**config.mk**
```make
export PLATFORM = sky130hd
export DESIGN_NAME = pattern_source
export DESIGN_NICKNAME = d
export VERILOG_FILES = /design/src/rtl/pattern_source_pkg.sv /design/src/rtl/pattern_step.sv /design/src/rtl/pattern_source.sv
export SDC_FILE = /design/constraint.sdc
export NUM_CORES = 1
export LEC_CHECK = 0
export CAP_MARGIN = 20
export CORE_MARGIN = 8
export CORE_UTILIZATION = 45
export CTS_CLUSTER_DIAMETER = 60
export DETAILED_ROUTE_END_ITERATION = 8
export PLACE_DENSITY = 0.85
export RECOVER_POWER = 50
export SLEW_MARGIN = 20
export SYNTH_ARGS = -nofsm -noshare
export SYNTH_HDL_FRONTEND = slang
export SYNTH_SLANG_ARGS = --single-unit
```
**constraint.sdc**
```tcl
create_clock -name clk -period 1.9 [get_ports clk]
set_input_delay 0.285 -clock clk [delete_from_list [all_inputs] [get_ports clk]]
set_output_delay 0.285 -clock clk [all_outputs]
set_load 0.005 [all_outputs]
```
**src/rtl/pattern_source_pkg.sv**
```systemverilog
`default_nettype none
// ============================================================================
// Module      : pattern_source_pkg
// Description : Shared types and constants for the pattern_source test-data
//               generator: pattern mode encoding, FSM state encoding and the
//               default LFSR feedback taps (x^4 + x^3 + 1 for 4-bit words).
// Revision    : 1.0 - initial release
// ============================================================================
package pattern_source_pkg;

    // Pattern selection, encoded to match the 2-bit mode input.
    typedef enum logic [1:0] {
        MODE_UP   = 2'd0,
        MODE_DOWN = 2'd1,
        MODE_LFSR = 2'd2,
        MODE_WALK = 2'd3
    } mode_e;

    // Burst sequencing states.
    typedef enum logic [1:0] {
        ST_IDLE = 2'd0,
        ST_RUN  = 2'd1,
        ST_DONE = 2'd2
    } state_e;

    // Fibonacci taps on bits 3 and 2: maximal-length sequence for 4-bit words.
    localparam logic [3:0] C_DEFAULT_LFSR_TAPS = 4'b1100;

endpackage : pattern_source_pkg
`default_nettype wire

```
**src/rtl/pattern_step.sv**
```systemverilog
`default_nettype none
// ============================================================================
// Module      : pattern_step
// Description : Combinational next-value function for the pattern generator.
//               Given the current word, it returns the next word of the
//               selected pattern.
//   mode  : pattern select (UP, DOWN, LFSR, WALK)
//   cur   : current word
//   limit : wrap value for UP/DOWN
//   taps  : LFSR feedback mask, bit i set means cur[i] feeds the XOR
//   nxt   : next word
// Revision    : 1.0 - initial release
// ============================================================================
module pattern_step
    import pattern_source_pkg::*;
#(
    parameter int DATA_W = 4
) (
    input  mode_e              mode,
    input  logic [DATA_W-1:0]  cur,
    input  logic [DATA_W-1:0]  limit,
    input  logic [DATA_W-1:0]  taps,
    output logic [DATA_W-1:0]  nxt
);

    always_comb begin
        nxt = cur;
        case (mode)
            // Counters wrap at the programmed limit rather than at 2^DATA_W.
            MODE_UP:   nxt = (cur == limit) ? '0 : cur + 1'b1;
            MODE_DOWN: nxt = (cur == '0) ? limit : cur - 1'b1;
            MODE_LFSR: nxt = {cur[DATA_W-2:0], ^(cur & taps)};
            MODE_WALK: nxt = {cur[DATA_W-2:0], cur[DATA_W-1]};
            default:   nxt = cur;
        endcase
    end

endmodule : pattern_step
`default_nettype wire

```
**src/rtl/pattern_source.sv**
```systemverilog
`default_nettype none
// ============================================================================
// Module      : pattern_source
// Description : Burst test-data source. Produces DATA_W-bit words in one of
//               four patterns over a valid/ready handshake, with programmable
//               seed, wrap limit and burst length (0 = continuous).
//   clk, reset_n          : clock, asynchronous active-low reset
//   start, abort          : begin a burst (IDLE only) / terminate a burst
//   mode, seed, limit,
//   burst_len             : burst configuration, sampled on an accepted start
//   out_data, out_valid,
//   out_ready             : word stream handshake
//   busy, done            : burst running / one-cycle normal completion pulse
//   word_count            : transfers in the current or last burst
// Revision    : 1.0 - initial release
// ============================================================================
module pattern_source
    import pattern_source_pkg::*;
#(
    parameter int                 DATA_W    = 4,
    parameter int                 LEN_W     = 8,
    parameter logic [DATA_W-1:0]  LFSR_TAPS = C_DEFAULT_LFSR_TAPS
) (
    input  logic               clk,
    input  logic               reset_n,
    input  logic               start,
    input  logic               abort,
    input  logic [1:0]         mode,
    input  logic [DATA_W-1:0]  seed,
    input  logic [DATA_W-1:0]  limit,
    input  logic [LEN_W-1:0]   burst_len,
    output logic [DATA_W-1:0]  out_data,
    output logic               out_valid,
    input  logic               out_ready,
    output logic               busy,
    output logic               done,
    output logic [LEN_W-1:0]   word_count
);

    state_e              r_state;
    state_e              w_state_next;
    mode_e               r_mode;
    mode_e               w_mode_in;
    logic [DATA_W-1:0]   r_limit;
    logic [DATA_W-1:0]   r_data;
    logic [DATA_W-1:0]   w_data_step;
    logic [DATA_W-1:0]   w_seed_eff;
    logic [LEN_W-1:0]    r_len;
    logic [LEN_W-1:0]    r_count;
    logic [LEN_W-1:0]    w_count_inc;
    logic                r_run;
    logic                r_done;
    logic                w_start;
    logic                w_xfer;
    logic                w_last;

    assign w_mode_in   = mode_e'(mode);
    assign w_start     = (r_state == ST_IDLE) && start;
    assign w_xfer      = (r_state == ST_RUN) && out_ready;
    assign w_count_inc = r_count + 1'b1;
    // A zero length means "run until abort", so it never matches here.
    assign w_last      = (r_len != '0) && (w_count_inc == r_len);

    // Counters start inside their wrap range; shift patterns must not start
    // at zero, where the LFSR would lock up and the walking bit would vanish.
    always_comb begin
        w_seed_eff = seed;
        case (w_mode_in)
            MODE_UP, MODE_DOWN: w_seed_eff = (seed <= limit) ? seed : '0;
            default:            w_seed_eff = (seed != '0) ? seed : DATA_W'(1);
        endcase
    end

    pattern_step #(
        .DATA_W (DATA_W)
    ) u_step (
        .mode  (r_mode),
        .cur   (r_data),
        .limit (r_limit),
        .taps  (LFSR_TAPS),
        .nxt   (w_data_step)
    );

    // ---------------- FSM ----------------
    always_ff @(posedge clk or negedge reset_n) begin
        if (!reset_n) begin
            r_state <= ST_IDLE;
        end else begin
            r_state <= w_state_next;
        end
    end

    always_comb begin
        w_state_next = r_state;
        case (r_state)
            ST_IDLE: if (start) w_state_next = ST_RUN;
            ST_RUN: begin
                // Abort takes priority over a simultaneous final transfer.
                if (abort)                 w_state_next = ST_IDLE;
                else if (w_xfer && w_last) w_state_next = ST_DONE;
            end
            ST_DONE: w_state_next = ST_IDLE;
            default: w_state_next = ST_IDLE;
        endcase
    end

    // Status flags are registered from the next state so they track the
    // state register exactly without decode glitches on the outputs.
    always_ff @(posedge clk or negedge reset_n) begin
        if (!reset_n) begin
            r_run  <= 1'b0;
            r_done <= 1'b0;
        end else begin
            r_run  <= (w_state_next == ST_RUN);
            r_done <= (w_state_next == ST_DONE);
        end
    end

    // ---------------- Configuration, data and counter ----------------
    always_ff @(posedge clk or negedge reset_n) begin
        if (!reset_n) begin
            r_mode  <= MODE_UP;
            r_limit <= '0;
            r_len   <= '0;
            r_data  <= '0;
            r_count <= '0;
        end else if (w_start) begin
            r_mode  <= w_mode_in;
            r_limit <= limit;
            r_len   <= burst_len;
            r_data  <= w_seed_eff;
            r_count <= '0;
        end else if (w_xfer) begin
            // Also taken on an abort cycle: that transfer still counts.
            r_data  <= w_data_step;
            r_count <= w_count_inc;
        end
    end

    assign out_data   = r_data;
    assign out_valid  = r_run;
    assign busy       = r_run;
    assign done       = r_done;
    assign word_count = r_count;

endmodule : pattern_source
`default_nettype wire

```
==> impl_metrics.sql, run 1 <==
INSERT INTO impl_metrics (metric_group, metric, value, unit) VALUES
('place', 'hpwl', '3700', 'µm'),
('global_route', 'pin_count_of_the_biggest_net_entering_global_routing', '31', ''),
('final_layout', 'post_route_cells_drive_above_1_share', '30.6', '%'),
('pwr', 'intPower', '1.73', 'mW'),
('final_layout', 'stdcell_count', '302', ''),
('pwr', 'power_per_cell_area', '988', 'nW/µm²'),
('clock_tree', 'cts_root_buffer_type', 'clkbuf_8', ''),
('timing', 'setup_violations', '2', ''),
('detailed_routing', 'dr_vias', '1731', ''),
('timing', 'relSlewSlack', '50.4', '%'),
('flow_run', 'drv.max_cap_violation_count', '0', ''),
('timing', 'tightest_slew', '0.744', 'ns'),
('clock_tree', 'clock_latency', '0.28', 'ns'),
('final_layout', 'syn_to_final_growth', '47.6', '%'),
('logic_synthesis', 'yosysWarningCount', '0', ''),
('worst_setup_path', 'worst_setup_path_startpoint', 'word_count[0]', ''),
('worst_setup_path', 'worst-endpoint-required', '2.08', 'ns'),
('worst_setup_path', 'worst-setup-path-type', 'flop to flop', ''),
('final_layout', 'seqCellArea', '754', 'µm²'),
('logic_synthesis', 'yosys_most_used_dff', 'dfrtp_1', ''),
('detailed_routing', 'via_density_per_instance', '5.73', ''),
('pwr', 'sw_frac_of_total', '34.7', '%'),
('detailed_routing', 'remaining_design_rule_violation_count', '0', ''),
('pwr', 'overall_power', '2.65', 'mW'),
('worst_hold_path', 'hold_path.startpoint', 'r_len[0]', ''),
('global_route', 'grt.overflow.total', '0', ''),
('clock_tree', 'cts.reportedPaths.clkPinSlew', '0.06', 'ns'),
('pwr', 'total_leakage_power', '1.16', 'nW'),
('timing', 'grt_setup_unrepaired', 'yes', ''),
('timing', 'fin_crit', '1.93', 'ns'),
('final_layout', 'most_frequent_cells_in_the_layout', 'clkdlybuf4s50_1 (33), buf_4 (30), dfrtp_1 (27)', ''),
('die', 'die_footprint', '6330', 'µm²'),
('detailed_routing', 'aggregate_routed_wire_length', '5300', 'µm'),
('timing', 'clock-skew-final', '0.00382', 'ns'),
('logic_synthesis', 'syn_area_per_cell', '9.93', 'µm²'),
('detailed_routing', 'first_iter_violations', '106', ''),
('pwr', 'power_frac_clock', '20.0', '%'),
('place', 'gp_routability_congestion', '0.873', ''),
('pwr', 'p_comb_share', '44.5', '%'),
('clock_tree', 'cts_tree', 'yes', ''),
('detailed_routing', 'route.detailed.wl_per_inst', '17.6', 'µm'),
('global_route', 'antenna_found_initial', '0', ''),
('pwr', 'portion_of_total_power_attributed_to_sequential_cells', '35.5', '%'),
('place', 'placed_cells', '290', ''),
('pwr', 'max-vdd-ir-drop', '0.000650', 'V'),
('timing', 'hold_viol_final', '0', ''),
('detailed_routing', 'antenna_violating_nets_post_route', '0', ''),
('status', 'status', 'complete, but fails checks', ''),
('die', 'die_width', '79.5', 'µm'),
('timing', 'final.period_utilization', '102', '%'),
('clock_tree', 'htreeDepth', '2', ''),
('status', 'violations_in_the_final_reports', 'negative setup slack', ''),
('clock_tree', 'cts_made_buffers', '5', ''),
('global_route', 'grt_usage', '16.4', '%'),
('timing', 'tns', '-0.0429', 'ns'),
('die', 'height_of_the_die', '79.5', 'µm'),
('place', 'port_buffers', '37', ''),
('timing', 'fin_hold_ws', '0.541', 'ns'),
('die', 'core_region_area', '3940', 'µm²'),
('timing', 'drv_slew', '0', ''),
('worst_setup_path', 'setup.worst_path.end_class', 'flop', ''),
('final_layout', 'fillerInstances', '292', ''),
('pwr', 'total_switching_power', '920', 'µW'),
('timing', 'setup_slack', '-0.0337', 'ns'),
('global_route', 'first_pass_grt_wire_length', '8230', 'µm'),
('clock_tree', 'tritoncts_num_sinks', '30', ''),
('final_layout', 'commonest_non_fill_non_tap_cell_in_the_layout', 'clkdlybuf4s50_1', ''),
('logic_synthesis', 'syn-cell-area', '1820', 'µm²'),
('clock_tree', 'cts_hold_buffers', '0', ''),
('worst_setup_path', 'worst-path-max-fanout', '5', ''),
('logic_synthesis', 'synthesis.nets', '215', '');
-- area by class of cell --
class | count | share of cell area, %
Sequential cell | 30 | 28.1
Clock buffer | 6 | 3.08
Multi-Input combinational cell | 136 | 41.9
Inverter | 9 | 1.26
Clock inverter | 2 | 0.467
Tap cell | 50 | 2.33
Timing Repair Buffer | 69 | 22.8
-- per-layer routing --
layer	GRT usage [%]	up-vias	wire length [µm]	share of wire [%]
met5	0	-	0	0
met4	7.96	0	167	3.1
met3	3.04	17	286	5.4
met2	27.4	70	2720	51
met1	19.6	839	2130	40
li1	-	805	-	-
-- logic make-up (layout without fill, tap and decap cells) --
logic type / Yosys count / in the layout / share of synthesized area, %
xor gates and xnor gates: 17 / 17 / 8.20
AOI/OAI and AO/OA: 41 / 41 / 14.9
adders and majority gates: 9 / 9 / 6.20
DFF: 30 / 30 / 41.3
buffers and inverters: 17 / 86 / 3.79
muxes: 15 / 15 / 9.30
and+or+nand+nor: 54 / 54 / 16.3
-- timing repair --
action / CTS / global route
endpoints found under the setup margin: 2 / 8
buffers inserted: 0 / 4
pin swaps: 4 / 6
resized for setup: 9 / 17
-- state kept, by name (all words and copies together) (netlist names) --
name	count
r_state	2
r_len	8
done	1
r_mode	2
r_limit	4
out_data	4
word_count	8
busy	1
-- worst max-delay path by stage --
stage	end	slack, ns	cells past startpoint
6_report	r_state[1]	-0.03	7
5_1_grt	r_state[1]	-0.08	8
4_1_cts	done	0.02	7
3_5_place_dp	out_data[1]	-0.18	8
3_3_place_gp	out_data[3]	-0.08	8
2_1_floorplan	done	0.02	7
-- synth_stat cells (all sizes together), types with 2 or more instances --
cell type / count / area [µm²]
xor2: 9 / 78.8
buf: 3 / 16.3
ha: 9 / 113
mux2: 15 / 169
a21o: 3 / 22.5
nand3: 2 / 10.0
a21oi: 9 / 45.0
nor4: 2 / 12.5
a22o: 2 / 17.5
a222oi: 3 / 30.0
nand4: 2 / 12.5
nor2: 12 / 45.0
clkbuf: 5 / 18.8
dfrtp: 30 / 751
o21ai: 14 / 70.1
and3: 2 / 12.5
nor4b: 3 / 26.3
o31ai: 2 / 15.0
nor3: 4 / 20.0
nand2: 13 / 51.3
nor2b: 3 / 18.8
inv: 9 / 33.8
a221o: 3 / 30.0
nor3b: 3 / 22.5
xnor2: 8 / 70.1
-- power groups by stage --
stage,Combinational [mW],Clock (mW),Sequential [mW]
3_5_place_dp,1.07,0,0.929
2_1_floorplan,0.610,0,0.900
3_3_place_gp,1.03,0,0.924
5_1_grt,1.28,0.568,0.961
6_report,1.18,0.529,0.941
4_1_cts,1.09,0.545,0.918
-- critical path, cell delays in order, from the launching register on --
cell and delay (ns):
dfrtp_1 0.42, buf_6 0.14, and4_4 0.25, nand2_4 0.07, or3_4 0.36, a21oi_4 0.17, o311ai_4 0.16, nor4b_2 0.26
-- metrics by stage --
step	utilization [%]	instance area, µm²
final	68.0	2680
after global routing	68.0	2680
after CTS	65.4	2580
after detailed placement	61.6	2430
after global placement	61.6	2430
after floorplan	-	1820
No activity file was read; power rests on OpenSTA's default activity.
==> run 2: changes to the inputs <==
CORE_UTILIZATION = 46   (was 45)
PLACE_DENSITY = 0.86   (was 0.85)
SKIP_LAST_GASP = 1   (was not set)
==> run 2 against run 1 <==
  * The run still ends with negative setup slack left
  * Worst hold slack worse by 0.00090 ns
  * Power is 1.5% lower
  * Cell count is 0.66% lower
  * Critical path type unchanged
  * Critical endpoint unchanged
  * Highest routed layer unchanged
==> impl_metrics.sql, run 2 (synthesis gave the netlist of run 1 again) <==
INSERT INTO impl_metrics (metric_group, metric, value, unit) VALUES
('status', 'status', 'complete, but fails checks', ''),
('status', 'violations_in_the_final_reports', 'negative setup slack', ''),
('global_route', 'antenna_found_initial', '0', ''),
('worst_setup_path', 'worst-path-max-fanout', '4', ''),
('die', 'die_width', '78.8', 'µm'),
('timing', 'grt_setup_unrepaired', 'yes', ''),
('die', 'initial_core_util', '46.4', '%'),
('global_route', 'pin_count_of_the_biggest_net_entering_global_routing', '31', ''),
('die', 'core.rowCount', '23', ''),
('timing', 'tightest_slew', '0.753', 'ns'),
('final_layout', 'post_route_cells_drive_above_1_share', '26.8', '%'),
('detailed_routing', 'antenna_violating_nets_post_route', '0', ''),
('clock_tree', 'cts.reportedPaths.clkPinSlew', '0.07', 'ns'),
('timing', 'clock.fmax', '504', 'MHz'),
('global_route', 'grt_pass1_vias', '1732', ''),
('detailed_routing', 'drt_pre_antenna_iters', '4', ''),
('pwr', 'overall_power', '2.61', 'mW'),
('clock_tree', 'max-clock-path-buffers', '2', ''),
('die', 'height_of_the_die', '78.8', 'µm'),
('clock_tree', 'tritoncts_num_sinks', '30', ''),
('timing', 'hold_viol_final', '0', ''),
('worst_setup_path', 'worst-setup-path-type', 'flop to flop', ''),
('detailed_routing', 'route.detailed.wl_per_inst', '17.2', 'µm'),
('global_route', 'grt_usage', '16.5', '%'),
('detailed_routing', 'first_iter_violations', '145', ''),
('die', 'design.portCount', '38', ''),
('final_layout', 'stdcell_count', '300', ''),
('detailed_routing', 'via_density_per_instance', '5.74', ''),
('timing', 'clock-skew-final', '0.00686', 'ns'),
('timing', 'relSlewSlack', '49.8', '%'),
('clock_tree', 'cts_made_buffers', '5', ''),
('final_layout', 'syn_to_final_growth', '44.8', '%'),
('pwr', 'max-vdd-ir-drop', '0.000534', 'V'),
('pwr', 'power_per_cell_area', '992', 'nW/µm²'),
('detailed_routing', 'remaining_design_rule_violation_count', '0', ''),
('timing', 'final.period_utilization', '104', '%'),
('final_layout', 'insertedDiodeCount', '0', ''),
('place', 'hpwl', '3620', 'µm'),
('place', 'gp_routability_congestion', '0.816', ''),
('detailed_routing', 'aggregate_routed_wire_length', '5160', 'µm'),
('timing', 'setup_violations', '4', ''),
('final_layout', 'num-nets-final', '281', ''),
('worst_hold_path', 'hold_class', 'flop to flop', ''),
('place', 'placed_cells', '286', ''),
('clock_tree', 'clock_latency', '0.29', 'ns'),
('global_route', 'first_pass_grt_wire_length', '8160', 'µm'),
('worst_setup_path', 'cp.arrival', '2.17', 'ns'),
('global_route', 'grt.overflow.total', '0', ''),
('final_layout', 'most_frequent_cells_in_the_layout', 'clkdlybuf4s50_1 (35), dfrtp_1 (29), buf_4 (27)', ''),
('timing', 'drv_slew', '0', ''),
('detailed_routing', 'dr_vias', '1723', ''),
('clock_tree', 'cts_root_buffer_type', 'clkbuf_8', ''),
('timing', 'setup_slack', '-0.0823', 'ns'),
('pwr', 'total_leakage_power', '1.15', 'nW'),
('worst_setup_path', 'startpoint_type', 'flop', ''),
('clock_tree', 'cts_tree', 'yes', ''),
('timing', 'tns', '-0.138', 'ns'),
('final_layout', 'commonest_non_fill_non_tap_cell_in_the_layout', 'clkdlybuf4s50_1', ''),
('worst_setup_path', 'setup.worst_path.end_class', 'flop', ''),
('clock_tree', 'htreeDepth', '2', ''),
('flow_run', 'drv.max_cap_violation_count', '0', ''),
('die', 'core_region_area', '3910', 'µm²'),
('timing', 'fin_crit', '1.98', 'ns'),
('worst_setup_path', 'worst-endpoint-required', '2.09', 'ns'),
('place', 'port_buffers', '37', ''),
('die', 'die_footprint', '6220', 'µm²');
[run 2: cell types whose count changed in the layout (fill, tap and decap cells not counted), sizes merged]
| cell | delta |
|---|---|
| clkdlybuf4s50 | +2 |
| dlygate4sd3 | -2 |
| buf | -3 |
| clkbuf | +1 |
[run 2: stage by stage]
stage	worst slack [ns]	cell area, µm²	hold slack, ns	util [%]
floorplan	0.0161	1820	-0.0106	-
global placement	-0.0743	2400	0.523	61.3
global route	-0.152	2630	0.566	67.2
finish	-0.0823	2630	0.540	67.2
detailed placement	-0.215	2400	0.530	61.3
CTS	0.00470	2540	0.390	64.9
[run 2: critical path: stages, from the launching register on]
cell and delay [ns]:
dfrtp_1 0.42, ha_4 0.18, and3_4 0.18, and3_1 0.21, xnor2_1 0.16, nor3_2 0.26, o311ai_4 0.19, nor4b_2 0.29
[run 2: metal layers]
layer  up-vias  wire, µm  part of all wire [%]  GRT usage [%]
met5         -         0                     0              0
met4         0       158                   3.1           9.81
met3        14       295                   5.7           3.61
met2        65      2690                    52           28.7
met1       844      2020                    39           18.0
li1        800         -                     -              -
[run 2: report_power, final]
part,total [mW],leakage (nW),switching (mW),internal [mW]
combinational,1.14,0.732,0.495,0.643
clock,0.540,0.0472,0.249,0.291
sequential,0.932,0.373,0.166,0.766
total,2.61,1.15,0.910,1.70
[run 2: repair_timing]
action,in CTS,in global routing
gates resized for setup,7,11
pin swaps,3,8
setup buffers,0,6
hold buffers,0,0
endpoints found under the setup margin,2,8
[run 2: area by class of cell]
class                   instances  area, µm²
clock buffers                   6       82.6
clock inverters                 2       12.5
fillers                       300       1280
inverters                       9       33.8
multi-input cells             136       1090
flip-flops and latches         30        752
well taps                      50       62.6
repair buffers                 67        593
[run 2: worst paths after layout]
check | cells past startpoint | to | start | slack, ns
max | 7 | r_state[1] | word_count[0] | -0.08
min | 1 | r_len[0] | r_len[0] | 0.54
max reg2reg | 7 | r_state[1] | word_count[0] | -0.08
min reg2reg | 1 | r_len[0] | r_len[0] | 0.54
max in group asynchronous | 2 | out_data[0] | reset_n | 0.79
min in group asynchronous | 2 | r_len[1] | reset_n | 0.59
==> RTL change 1 (config.mk and constraints of run 1) <==
The 3 states of `state_e` get a one-hot encoding in 3 bits.
--- a/src/rtl/pattern_source_pkg.sv
+++ b/src/rtl/pattern_source_pkg.sv
@@ -19,6 +19,6 @@
     // Burst sequencing states.
-    typedef enum logic [1:0] {
-        ST_IDLE = 2'd0,
-        ST_RUN  = 2'd1,
-        ST_DONE = 2'd2
+    typedef enum logic [2:0] {
+        ST_IDLE = 3'b001,
+        ST_RUN  = 3'b010,
+        ST_DONE = 3'b100
     } state_e;
Function: same outputs for any inputs over 10 cycles, from zero or initial values and one cycle with reset_n low; not proved beyond that.
==> RTL change 1 against run 1 <==
  * The flow still finishes with violations (setup timing)
  * Routed wire length down 0.40%
  * Area after synthesis up 4.3%
  * Total power up 21%
  * Cell area up 1.1%
  * First-iteration DRC count up 64%
  * Sequential cell count up 1
  * Cell count up 11%
  * Fmax down 0.98%
  * Worst setup slack worse by 0.019 ns
  * Critical endpoint is now busy
  * Highest routed layer unchanged
==> RTL change 1: results (changes against run 1) <==
.. list-table::
   :header-rows: 1

   * - Metric
     - Value
   * - Compound-gate portion of the synthesized area
     - 0.192 (was 0.149)
   * - Mux contribution to synthesized area
     - 0.00594 (was 0.0930)
   * - Count of non-filler cells in the finished layout
     - 335 (was 302)
   * - Total placed cells including tap cells
     - 326 (was 290)
   * - Final setup viols
     - 4 (was 2)
   * - Final critical-path setup slack
     - -0.0529 ns (was -0.0337 ns)
   * - Routability congestion estimate
     - 0.940 (was 0.873)
   * - Global-route track usage on met2
     - 0.283 (was 0.274)
   * - Pre-CTS worst setup slack
     - -0.175 ns (was -0.183 ns)
   * - Setup skew after layout
     - 0.00847 ns (was 0.00382 ns)
   * - Area share of xor/xnor cells in the synthesized design
     - 0.0792 (was 0.0820)
   * - Pin count of the biggest net entering global routing
     - 32 (was 31)
   * - Starting DRT DRC Count
     - 174 (was 106)
   * - DR pass1 iterations
     - 6 (was 4)
   * - Filler Cell Count
     - 323 (was 292)
   * - Grt met3 use
     - 0.0408 (was 0.0304)
   * - Number of nets produced by synthesis
     - 249 (was 215)
   * - Post-layout net count
     - 317 (was 283)
   * - Status
     - finished with violations (unchanged)
   * - Sequential fraction of the synthesis area
     - 0.410 (was 0.413)
   * - Failing checks
     - setup timing (unchanged)
   * - Worst vdd rail ir drop
     - 579 µV (was 650 µV)
   * - HPWL after detailed placement
     - 3980 µm (was 3700 µm)
   * - Share of layout cells above drive strength 1
     - 0.211 (was 0.306)
   * - Endpoint arrival time on the critical path
     - 2.13 ns (was 2.11 ns)
[RTL change 1: worst paths after layout]
check	cells past startpoint	to	startpoint	slack, ns
min in group asynchronous	2	word_count[7]	reset_n	0.59
setup / recovery	8	busy	word_count[1]	-0.05
hold reg to reg	2	r_limit[2]	r_limit[2]	0.53
setup reg to reg	8	busy	word_count[1]	-0.05
hold / removal	3	r_len[2]	burst_len[2]	0.52
max in group asynchronous	2	word_count[0]	reset_n	0.77
[RTL change 1: power breakdown]
group          switching, mW  internal, mW  leakage [nW]  total [mW]
clock network          0.240         0.384        0.0513       0.624
logic                  0.721         0.733         0.771        1.45
registers              0.258         0.859         0.396        1.12
total                   1.22          1.98          1.22        3.20
[RTL change 1: timing repair]
| action | in CTS | in global routing |
|---|---|---|
| endpoints found under the setup margin | 4 | 5 |
| setup buffers | 2 | 0 |
| pin swaps | 6 | 3 |
| gates resized for setup | 3 | 3 |
| hold buffers | 0 | 0 |
[RTL change 1: metrics by stage]
step	hold slack, ns	area (µm²)
3_3_place_gp	0.478	2570
5_1_grt	0.535	2710
6_report	0.516	2710
4_1_cts	0.396	2700
3_5_place_dp	0.507	2570
2_1_floorplan	-0.0106	1940
[RTL change 1: worst max-delay path: stages (launching register included)]
cell and delay, ns:
dfrtp_2 0.44, buf_4 0.15, buf_4 0.13, and4_2 0.27
o21ai_2 0.15, nand3_1 0.12, a221oi_2 0.37, buf_4 0.17
nor2_1 0.03
[RTL change 1: final cells by class]
type / count / area (µm²) / share of cell area
repair buffers: 72 / 628 / 0.232
clock inverters: 1 / 30.0 / 0.0111
multi-input cells: 165 / 1100 / 0.406
flip-flops and latches: 31 / 779 / 0.288
clock buffers: 6 / 72.6 / 0.0268
inverters: 10 / 37.5 / 0.0139
well taps: 50 / 62.6 / 0.0231
==> RTL change 2 (settings of run 1) <==
Without the edit above. Change the parameter `LEN_W` from 8 to 4.
--- a/src/rtl/pattern_source.sv
+++ b/src/rtl/pattern_source.sv
@@ -20,3 +20,3 @@
     parameter int                 DATA_W    = 4,
-    parameter int                 LEN_W     = 8,
+    parameter int                 LEN_W     = 4,
     parameter logic [DATA_W-1:0]  LFSR_TAPS = C_DEFAULT_LFSR_TAPS
Interface: changed (resized burst_len and word_count); port bits go from 38 to 30. No check against the original RTL was run, so the function may have changed too.
==> RTL change 2 against run 1 <==
  * Area after synthesis shrank 20%
  * Fmax grew 12%
  * Critical path depth shrank 6
  * Sequential cell count shrank 8
  * Hold slack gained 0.015 ns
  * Cell area shrank 29%
  * Total power shrank 6.2%
  * Clock power shrank 30%
  * Via count shrank 28%
  * Routed wire length shrank 34%
  * Worst setup slack gained 0.20 ns
  * Global-route usage shrank 2.3 points
  * Critical path type is now flip-flop to primary output
  * Critical endpoint is now out_data[3]
==> RTL change 2: results (changes against run 1) <==
.. list-table::
   :header-rows: 1

   * - Metric
     - Value
   * - Max stage delay on crit path
     - 0.57 ns (was 0.42 ns)
   * - Gates resized, CTS repair
     - 0 (was 9)
   * - Normalized max-slew margin
     - 0.205 (was 0.504)
   * - Hold path startpoint
     - r_len[3] (was r_len[0])
   * - Pre-CTS worst setup slack
     - -0.122 ns (was -0.183 ns)
   * - Drt total wl
     - 3520 µm (was 5300 µm)
   * - Sequential fraction of the synthesis area
     - 0.378 (was 0.413)
   * - Worst vdd rail ir drop
     - 703 µV (was 650 µV)
   * - Grt met3 use
     - 0.0508 (was 0.0304)
   * - Library cell contributing the largest single delay on the critical path
     - clkdlybuf4s50_1 (was dfrtp_1)
   * - Global-route wire length before repair
     - 5980 µm (was 8230 µm)
   * - Status
     - completed (was finished with violations)
   * - GR Layer Usage met1
     - 0.163 (was 0.196)
   * - Depth of the worst register-to-register path
     - 3 (was 7)
   * - Share of layout cells above drive strength 1
     - 0.194 (was 0.306)
   * - Starting DRT DRC Count
     - 59 (was 106)
   * - Clock slew seen by the registers of the worst setup and hold paths
     - 0.14 ns (was 0.06 ns)
   * - Setup skew after layout
     - 0.00763 ns (was 0.00382 ns)
   * - Master cell of the clock root buffer
     - clkbuf_4 (was clkbuf_8)
   * - Mean number of vias per cell
     - 5.57 (was 5.73)
   * - Slack of the worst reg-to-reg path
     - 0.22 ns (was -0.03 ns)
   * - Post-layout net count
     - 209 (was 283)
   * - Routability congestion estimate
     - 0.901 (was 0.873)
   * - Distinct cells, synth
     - 43 (was 41)
   * - Htree depth
     - 1 (was 2)
   * - Static leakage
     - 0.822 nW (was 1.16 nW)
   * - Ranking of synthesized cells by area
     - dfrtp_1 (38%), mux2_2 (8.5%), ha_1 (7.7%) (was dfrtp_1 (41%), mux2_2 (9.3%), ha_1 (6.2%))
   * - Biggest fanout along the worst timing path
     - 9 (was 5)
   * - Clock latency on the worst-skew pair
     - 0.32 ns (was 0.28 ns)
   * - HPWL after detailed placement
     - 2750 µm (was 3700 µm)
## RTL change 2: cell types whose count changed after synthesis, sizes merged, moves of 4 or more
| cell | run 1 | this run |
|---|---|---|
| mux2 | 15 | 11 |
| dfrtp | 30 | 22 |
| xor2 | 9 | 3 |
| a211oi | 0 | 5 |
| a21oi | 9 | 1 |
| clkbuf | 5 | 0 |
| nor2 | 12 | 7 |
| o21ai | 14 | 6 |
| buf | 3 | 7 |
## RTL change 2: kinds of logic (layout without fill, tap and decap cells)
| group | after synthesis | in the layout | synth area share |
|---|---|---|---|
| xor gates and xnor gates | 13 | 13 | 0.0782 |
| buffers and inverters | 16 | 57 | 0.0585 |
| and+or+nand+nor | 38 | 38 | 0.156 |
| muxes | 12 | 12 | 0.0920 |
| AOI/OAI and AO/OA | 29 | 29 | 0.160 |
| adders and majority gates | 9 | 9 | 0.0774 |
| DFF | 22 | 22 | 0.378 |
## RTL change 2: area by class of cell
cell class              instances  area (µm²)
repair buffers                 44         395
clock buffers                   3        22.5
clock inverters                 1        30.0
flip-flops and latches         22         551
inverters                       9        33.8
fillers                       253        1170
well taps                      44        55.1
multi-input cells             101         820
## RTL change 2: per-stage QoR
stage | total power [mW] | setup TNS [ns] | hold WS, ns | area, µm² | instances
final | 2.48 | 0 | 0.556 | 1910 | 224
after global routing | 2.67 | 0 | 0.552 | 1910 | 224
after CTS | 2.50 | 0 | 0.312 | 1920 | 224
after detailed placement | 2.12 | -0.383 | 0.522 | 1870 | 220
after global placement | 2.06 | -0.224 | 0.515 | 1870 | 220
after floorplan | 1.68 | 0 | -0.0106 | 1460 | 139
## RTL change 2: per-layer routing
metal / part of all wire / up-vias
met4: 0.021 / 0
met2: 0.49 / 40
li1: - / 588
met3: 0.064 / 8
met1: 0.43 / 611
met5: 0 / -
## RTL change 2: worst max path at each step
stage / from / to / depth (start not counted)
final: out_data[3] / out_data[3] / 1
after global routing: limit[1] / out_data[3] / 8
after CTS: out_data[3] / out_data[3] / 1
after detailed placement: limit[1] / out_data[3] / 8
after global placement: limit[2] / out_data[3] / 8
after floorplan: out_data[0] / out_data[1] / 7
## RTL change 2: power groups by stage
stage / Clock [mW] / Combinational, mW / Sequential, mW
after floorplan: 0 / 0.901 / 0.778
after global placement: 0 / 1.26 / 0.806
after detailed placement: 0 / 1.30 / 0.823
after CTS: 0.375 / 1.31 / 0.817
after global routing: 0.404 / 1.43 / 0.839
final: 0.371 / 1.30 / 0.814
